===== src/rtl/lsu_align_pipe.sv =====
// rtl/lsu_align_pipe.sv - MEM-stage load/store unit with alignment check and cache handshake
//
// Purpose:
//   Accepts one memory op per in_valid/in_ready handshake, flags misaligned
//   or illegal ops, issues an aligned request with byte-lane mask and
//   lane-shifted store data to the data cache, lane-aligns and extends the
//   load data, and holds the result until WB takes it. A kill abandons the
//   op; an already-issued request is drained before the next op is taken.
//
// Ports:
//   clk, rst                  clock, synchronous active-high reset
//   kill                      pipeline flush
//   in_valid/in_ready         op handshake; in_addr, in_wdata, in_ctrl
//   dc_req_valid/dc_req_ready cache request; dc_addr, dc_wen, dc_wmask, dc_wdata
//   dc_resp_valid, dc_rdata   cache response (one per request)
//   out_valid/out_ready       result handshake; out_data, out_exc

module lsu_align_pipe #(
  parameter int XLEN   = 64,
  parameter int ADDR_W = 64
) (
  input  logic                clk,
  input  logic                rst,
  input  logic                kill,
  input  logic                in_valid,
  output logic                in_ready,
  input  logic [ADDR_W-1:0]   in_addr,
  input  logic [XLEN-1:0]     in_wdata,
  input  logic [3:0]          in_ctrl,
  output logic                dc_req_valid,
  input  logic                dc_req_ready,
  output logic [ADDR_W-1:0]   dc_addr,
  output logic                dc_wen,
  output logic [XLEN/8-1:0]   dc_wmask,
  output logic [XLEN-1:0]     dc_wdata,
  input  logic                dc_resp_valid,
  input  logic [XLEN-1:0]     dc_rdata,
  output logic                out_valid,
  input  logic                out_ready,
  output logic [XLEN-1:0]     out_data,
  output logic [1:0]          out_exc
);

  localparam int NB   = XLEN / 8;
  localparam int OFFW = $clog2(NB);

  typedef enum logic [2:0] {
    S_IDLE  = 3'd0,
    S_REQ   = 3'd1,
    S_WAIT  = 3'd2,
    S_DONE  = 3'd3,
    S_DRAIN = 3'd4
  } state_t;

  state_t state, state_nxt;

  // Access size as log2(bytes): 0 byte, 1 half, 2 word, 3 double.
  function automatic logic [1:0] op_size(input logic [3:0] c);
    case (c)
      4'd1, 4'd8:        op_size = 2'd3;
      4'd2, 4'd5, 4'd9:  op_size = 2'd2;
      4'd3, 4'd6, 4'd10: op_size = 2'd1;
      default:           op_size = 2'd0;
    endcase
  endfunction

  // ---------------------------------------------------------------------
  // Decode of the op being offered (used only at accept time)
  // ---------------------------------------------------------------------
  logic            acc;
  logic            in_illegal;
  logic            in_mis;
  logic            in_store;
  logic            in_go;
  logic [1:0]      in_exc;
  logic [OFFW-1:0] in_off;

  assign in_off   = in_addr[OFFW-1:0];
  assign in_store = (in_ctrl >= 4'd8) && (in_ctrl <= 4'd11);

  always_comb begin
    in_illegal = (in_ctrl >= 4'd12) ||
                 ((XLEN == 32) && ((in_ctrl == 4'd1) || (in_ctrl == 4'd5) || (in_ctrl == 4'd8)));
    case (op_size(in_ctrl))
      2'd3:    in_mis = (in_off != '0);
      2'd2:    in_mis = (in_off[1:0] != 2'b00);
      2'd1:    in_mis = in_off[0];
      default: in_mis = 1'b0;
    endcase
    if (in_illegal)  in_exc = 2'd3;
    else if (in_mis) in_exc = in_store ? 2'd2 : 2'd1;
    else             in_exc = 2'd0;
    in_go = (in_exc == 2'd0) && (in_ctrl != 4'd0);
  end

  assign in_ready = (state == S_IDLE) && !kill && !rst;
  assign acc      = in_valid && in_ready;

  // ---------------------------------------------------------------------
  // Registered op and result
  // ---------------------------------------------------------------------
  logic [ADDR_W-1:0] r_addr;
  logic [XLEN-1:0]   r_wdata;
  logic [3:0]        r_ctrl;
  logic [1:0]        r_exc;
  logic [XLEN-1:0]   r_data;

  logic [OFFW-1:0]   off;
  logic [1:0]        r_size;
  logic              r_sgn;
  logic              r_load;
  logic              r_store;
  logic [NB-1:0]     mask_base;
  logic [XLEN-1:0]   sh;
  logic [XLEN-1:0]   ext;
  logic              resp_take;

  assign off     = r_addr[OFFW-1:0];
  assign r_size  = op_size(r_ctrl);
  assign r_sgn   = (r_ctrl == 4'd2) || (r_ctrl == 4'd3) || (r_ctrl == 4'd4);
  assign r_load  = (r_ctrl >= 4'd1) && (r_ctrl <= 4'd7);
  assign r_store = (r_ctrl >= 4'd8) && (r_ctrl <= 4'd11);

  always_comb begin
    mask_base = '0;
    for (int i = 0; i < NB; i++) begin
      mask_base[i] = (i < (1 << r_size));
    end
  end

  assign sh = dc_rdata >> {off, 3'b000};

  always_comb begin
    case (r_size)
      2'd0:    ext = r_sgn ? XLEN'($signed(sh[7:0]))  : XLEN'(sh[7:0]);
      2'd1:    ext = r_sgn ? XLEN'($signed(sh[15:0])) : XLEN'(sh[15:0]);
      2'd2:    ext = r_sgn ? XLEN'($signed(sh[31:0])) : XLEN'(sh[31:0]);
      default: ext = sh;
    endcase
  end

  // A response is consumed only on the path that produces a result; a
  // response seen under kill is discarded by the FSM instead.
  assign resp_take = !kill && dc_resp_valid &&
                     (((state == S_REQ) && dc_req_ready) || (state == S_WAIT));

  always_ff @(posedge clk) begin
    if (rst) begin
      r_addr  <= '0;
      r_wdata <= '0;
      r_ctrl  <= '0;
      r_exc   <= '0;
      r_data  <= '0;
    end else if (acc) begin
      r_addr  <= in_addr;
      r_wdata <= in_wdata;
      r_ctrl  <= in_ctrl;
      r_exc   <= in_exc;
      r_data  <= '0;
    end else if (resp_take) begin
      r_data  <= r_load ? ext : '0;
    end
  end

  // ---------------------------------------------------------------------
  // FSM: state register
  // ---------------------------------------------------------------------
  always_ff @(posedge clk) begin
    if (rst) state <= S_IDLE;
    else     state <= state_nxt;
  end

  // FSM: next state. Kill outranks every other event; a request that has
  // been handed to the cache must have its response drained, unless that
  // response arrives in the very cycle of the kill.
  always_comb begin
    state_nxt = state;
    case (state)
      S_IDLE: begin
        if (acc) state_nxt = in_go ? S_REQ : S_DONE;
      end
      S_REQ: begin
        if (kill) begin
          if (dc_req_ready) state_nxt = dc_resp_valid ? S_IDLE : S_DRAIN;
          else              state_nxt = S_IDLE;
        end else if (dc_req_ready) begin
          state_nxt = dc_resp_valid ? S_DONE : S_WAIT;
        end
      end
      S_WAIT: begin
        if (kill)               state_nxt = dc_resp_valid ? S_IDLE : S_DRAIN;
        else if (dc_resp_valid) state_nxt = S_DONE;
      end
      S_DONE: begin
        if (kill || out_ready) state_nxt = S_IDLE;
      end
      S_DRAIN: begin
        if (dc_resp_valid) state_nxt = S_IDLE;
      end
      default: state_nxt = S_IDLE;
    endcase
  end

  // FSM: outputs. Everything is forced low while rst is high.
  always_comb begin
    dc_req_valid = 1'b0;
    dc_addr      = '0;
    dc_wen       = 1'b0;
    dc_wmask     = '0;
    dc_wdata     = '0;
    out_valid    = 1'b0;
    out_data     = '0;
    out_exc      = '0;
    if (!rst) begin
      dc_req_valid = (state == S_REQ);
      dc_addr      = {r_addr[ADDR_W-1:OFFW], {OFFW{1'b0}}};
      dc_wen       = r_store;
      dc_wmask     = r_store ? (mask_base << off) : '0;
      dc_wdata     = r_wdata << {off, 3'b000};
      out_valid    = (state == S_DONE) && !kill;
      out_data     = r_data;
      out_exc      = r_exc;
    end
  end

endmodule


===== config.mk =====
export PLATFORM = sky130hd
export DESIGN_NAME = lsu_align_pipe
export DESIGN_NICKNAME = d
export VERILOG_FILES = /design/src/rtl/lsu_align_pipe.sv
export SDC_FILE = /design/constraint.sdc
export NUM_CORES = 1
export LEC_CHECK = 0
export BUFFER_PORTS_ARGS = -buffer_cell sky130_fd_sc_hd__buf_2
export CAP_MARGIN = 20
export CORE_UTILIZATION = 42
export CTS_CLUSTER_SIZE = 25
export DETAILED_ROUTE_END_ITERATION = 8
export GPL_ROUTABILITY_DRIVEN = 0
export GPL_TIMING_DRIVEN = 0
export PLACE_DENSITY = 0.75
export SYNTH_ARGS = -nofsm -noshare
export SYNTH_HDL_FRONTEND = slang
export SYNTH_SLANG_ARGS = --single-unit

===== constraint.sdc =====
create_clock -name clk -period 2.9 [get_ports clk]
set_input_delay 0.145 -clock clk [delete_from_list [all_inputs] [get_ports clk]]
set_output_delay 0.145 -clock clk [all_outputs]
set_load 0.05 [all_outputs]

==> impl_metrics.json <==
{
  "finalHoldViolCount": 0,
  "core.rowCount": 63,
  "io_pins": 409,
  "cellInternalPower_w": 0.00538,
  "cts_num_sinks": 203,
  "die_x_um": 176,
  "grt_overflow": 0,
  "antenna_found_initial": 3,
  "place_ws_ns": 0.243,
  "dp_hpwl_um": 38500,
  "drc": 0,
  "numPlacedInstances": 2246,
  "crit_buf_inv": 5,
  "wl_per_cell_um": 21.6,
  "synth_edf_count": 0,
  "tns_ns": 0,
  "yosys_most_used_dff": "dfxtp_1",
  "cp.required_ns": 2.76,
  "cts_setup_buffers": 0,
  "drtPass1Iterations": 7,
  "yosysWarnings": 0,
  "clk_latency_ns": 0.52,
  "clkTransAtPathRegs_ns": 0.06,
  "period_minus_slack_ns": 2.87,
  "cp_common_cell": "buf_6",
  "cp.arrival_ns": 2.73,
  "slowest_stage": "dfxtp_2",
  "viasPerCell": 5.78,
  "crit_cells": 9,
  "synth_seq_cells": 203,
  "max_slew_margin": 0.363,
  "ys_types": 62,
  "total_power_w": 0.00796,
  "timing.final.crit_share": 0.991,
  "die_y_um": 176,
  "drive_above_1_share": 0.325,
  "area_growth_pct": 37.0,
  "htree_levels": 1,
  "crit_chain": "buf_6, buf_4, buf_6, buf_6, mux2i_1, a21oi_1, mux2i_1, nor2_1, clkbuf_4",
  "hold_path_depth": 3,
  "ys_async_sr_fraction": 0,
  "setup_viol": 0,
  "first_global_vias": 13700,
  "cp_slowest_stage_delay_ns": 0.39,
  "core_um2": 29600,
  "netlist_instances": 1451,
  "fmax_mhz": 348,
  "initial_core_util": 0.427,
  "root_buffer": "clkbuf_16",
  "leakage_nw": 7.74,
  "io_buffers": 403,
  "worst_slack_ns": 0.0254,
  "seq_power_share": 0.380,
  "antenna_left": 0,
  "start_kind": "flop",
  "nets": 2219,
  "vias": 14000,
  "combPwrFrac": 0.254,
  "max_cap_viol_count": 0,
  "grt_pass1_wl_um": 77800,
  "dieArea_um2": 30800,
  "crit_type": "flop to output port",
  "layout.cells.non_filler": 2417,
  "pwr-share-clk": 0.366,
  "crit_fanout": 10,
  "drt_wl_total_um": 52300,
  "tightestPinTransition_ns": 0.949,
  "powerDensity_nw_per_um2": 460,
  "ff2ff_path_depth": 10,
  "max-vdd-ir-drop_mv": 0.447,
  "grt_max_degree": 20,
  "cts_tree": "done",
  "hp-class": "input pin to flop",
  "grt_usage": 0.327,
  "crit_family": "buffers and inverters",
  "syn_area_um2": 12600,
  "clk_path_buf_depth": 3,
  "status": "finished, final reports clean",
  "numCtsBuffers": 23,
  "synth.avg_cell_area_um2": 8.71,
  "critPathCaptureType": "output port",
  "drv_slew": 0,
  "swShare": 0.324,
  "ys_seq_area_frac": 0.321,
  "p_switching_w": 0.00258,
  "filler_cell_count": 2560,
  "fin_skew_ns": 0.0138,
  "drt_iter0_drc": 1456
}
-- area by class of cell --
type | count | area, um^2 | area share
inverters | 15 | 56.3 | 0.00325
diodes | 2 | 5.00 | 0.000289
flip-flops and latches | 203 | 4070 | 0.235
repair buffers | 532 | 3340 | 0.193
clock buffers | 28 | 604 | 0.0349
well taps | 390 | 488 | 0.0282
clock inverters | 13 | 134 | 0.00773
plain buffers | 131 | 697 | 0.0402
multi-input cells | 1103 | 7930 | 0.458
-- metrics by stage --
step	instance area, um^2	utilization	hold slack [ns]
floorplan	12700	-	0.222
global placement	15200	0.511	0.336
detailed placement	15200	0.511	0.335
CTS	17200	0.582	0.00510
global route	17300	0.584	0.0583
finish	17300	0.584	0.0253
-- per-layer routing --
layer,GRT usage,routed length (um),vias up
li1,-,-,6223
met4,0.189,3130,2
met5,0,13,-
met3,0.0701,5270,209
met2,0.526,23900,1016
met1,0.404,20000,6531
-- worst register-to-register path, delay by kind of cell (launching register included) --
kind	cells	cell delay, ns
AND/OR/NAND/NOR	3	0.69
AO/OA/AOI/OAI	3	0.57
buffers and inverters	2	0.41
flip-flops	1	0.37
adder cells (fa/ha/maj)	1	0.20
multiplexers	1	0.14
-- flip-flops by register name, indices dropped and copies added, names as in the netlist --
register	flops
r_exc	2
r_data	64
r_ctrl	4
r_size	2
state	3
r_addr	64
r_wdata	64
-- power groups by stage --
stage | combinational (W) | clock, W | sequential, W
floorplan | 0.00123 | 0 | 0.00303
global placement | 0.00177 | 0 | 0.00306
detailed placement | 0.00180 | 0 | 0.00307
CTS | 0.00195 | 0.00295 | 0.00301
global route | 0.00212 | 0.00306 | 0.00303
finish | 0.00203 | 0.00291 | 0.00302
-- cell usage after synthesis, drive strengths merged (3+ instances only) --
master   number  share of area
nand3         9         0.0036
clkbuf       72          0.021
nand3b       50          0.030
buf          60          0.029
inv          15         0.0045
o21ai        73          0.030
and3         10         0.0049
o21a         14         0.0083
and2         21          0.010
a2bb2oi      20          0.014
mux4         48          0.086
or2           4         0.0020
mux2         81          0.072
nand2       230          0.068
nor3b         3         0.0018
mux2i        88          0.070
ha            7         0.0069
dfxtp       203           0.32
a211oi        5         0.0030
a22o          8         0.0055
nor2b       137          0.068
a21oi        35          0.014
o22ai         8         0.0040
o211ai       18          0.014
o22a          4         0.0028
a22oi        40          0.024
nor2         91          0.027
nand2b       27          0.013
a31oi        33          0.016
nor3         10         0.0057
-- cell usage in the layout (no fill, tap or decap), types with 40 or more instances in the layout --
cell,netlist,routed
mux2_2,81,81
nor2b_1,137,137
nand3b_1,50,50
mux4_2,48,48
mux2i_1,88,84
nor2_1,91,87
a22oi_1,40,40
dlygate4sd3_1,0,129
buf_2,35,412
nand2_1,230,230
dfxtp_1,203,202
clkbuf_1,72,71
o21ai_0,70,69
-- worst paths after layout --
| kind | from | to | slack [ns] |
|---|---|---|---|
| hold / removal | in_addr[0] | r_exc[1]$_SDFFE_PP0P_ | 0.03 |
| hold reg to reg | r_data[14]$_SDFFE_PP0P_ | r_data[14]$_SDFFE_PP0P_ | 0.44 |
| setup reg to reg | state[2]$_SDFFE_PP0P_ | r_size[0]$_DFF_P_ | 0.41 |
| setup / recovery | r_addr[0]$_SDFFE_PP0P_ | dc_wdata[59] | 0.03 |
-- what timing repair did --
| action | in CTS | in global routing |
|---|---|---|
| hold buffers | 129 | 0 |
| endpoints found under the setup margin | 49 | 38 |
| pin swaps | 0 | 1 |
| endpoints found under the hold margin | 129 | 0 |
| gates resized for setup | 23 | 29 |
-- kinds of logic after synthesis --
kind of cell,count (synthesis),synth area share
adder cells (fa/ha/maj),7,0.00693
XOR/XNOR,1,0.000693
multiplexers,217,0.227
buffers and inverters,147,0.0548
AND/OR/NAND/NOR,602,0.242
AO/OA/AOI/OAI,273,0.146
other,1,0.000297
flip-flops,203,0.321
No activity file was read; power rests on OpenSTA's default activity.
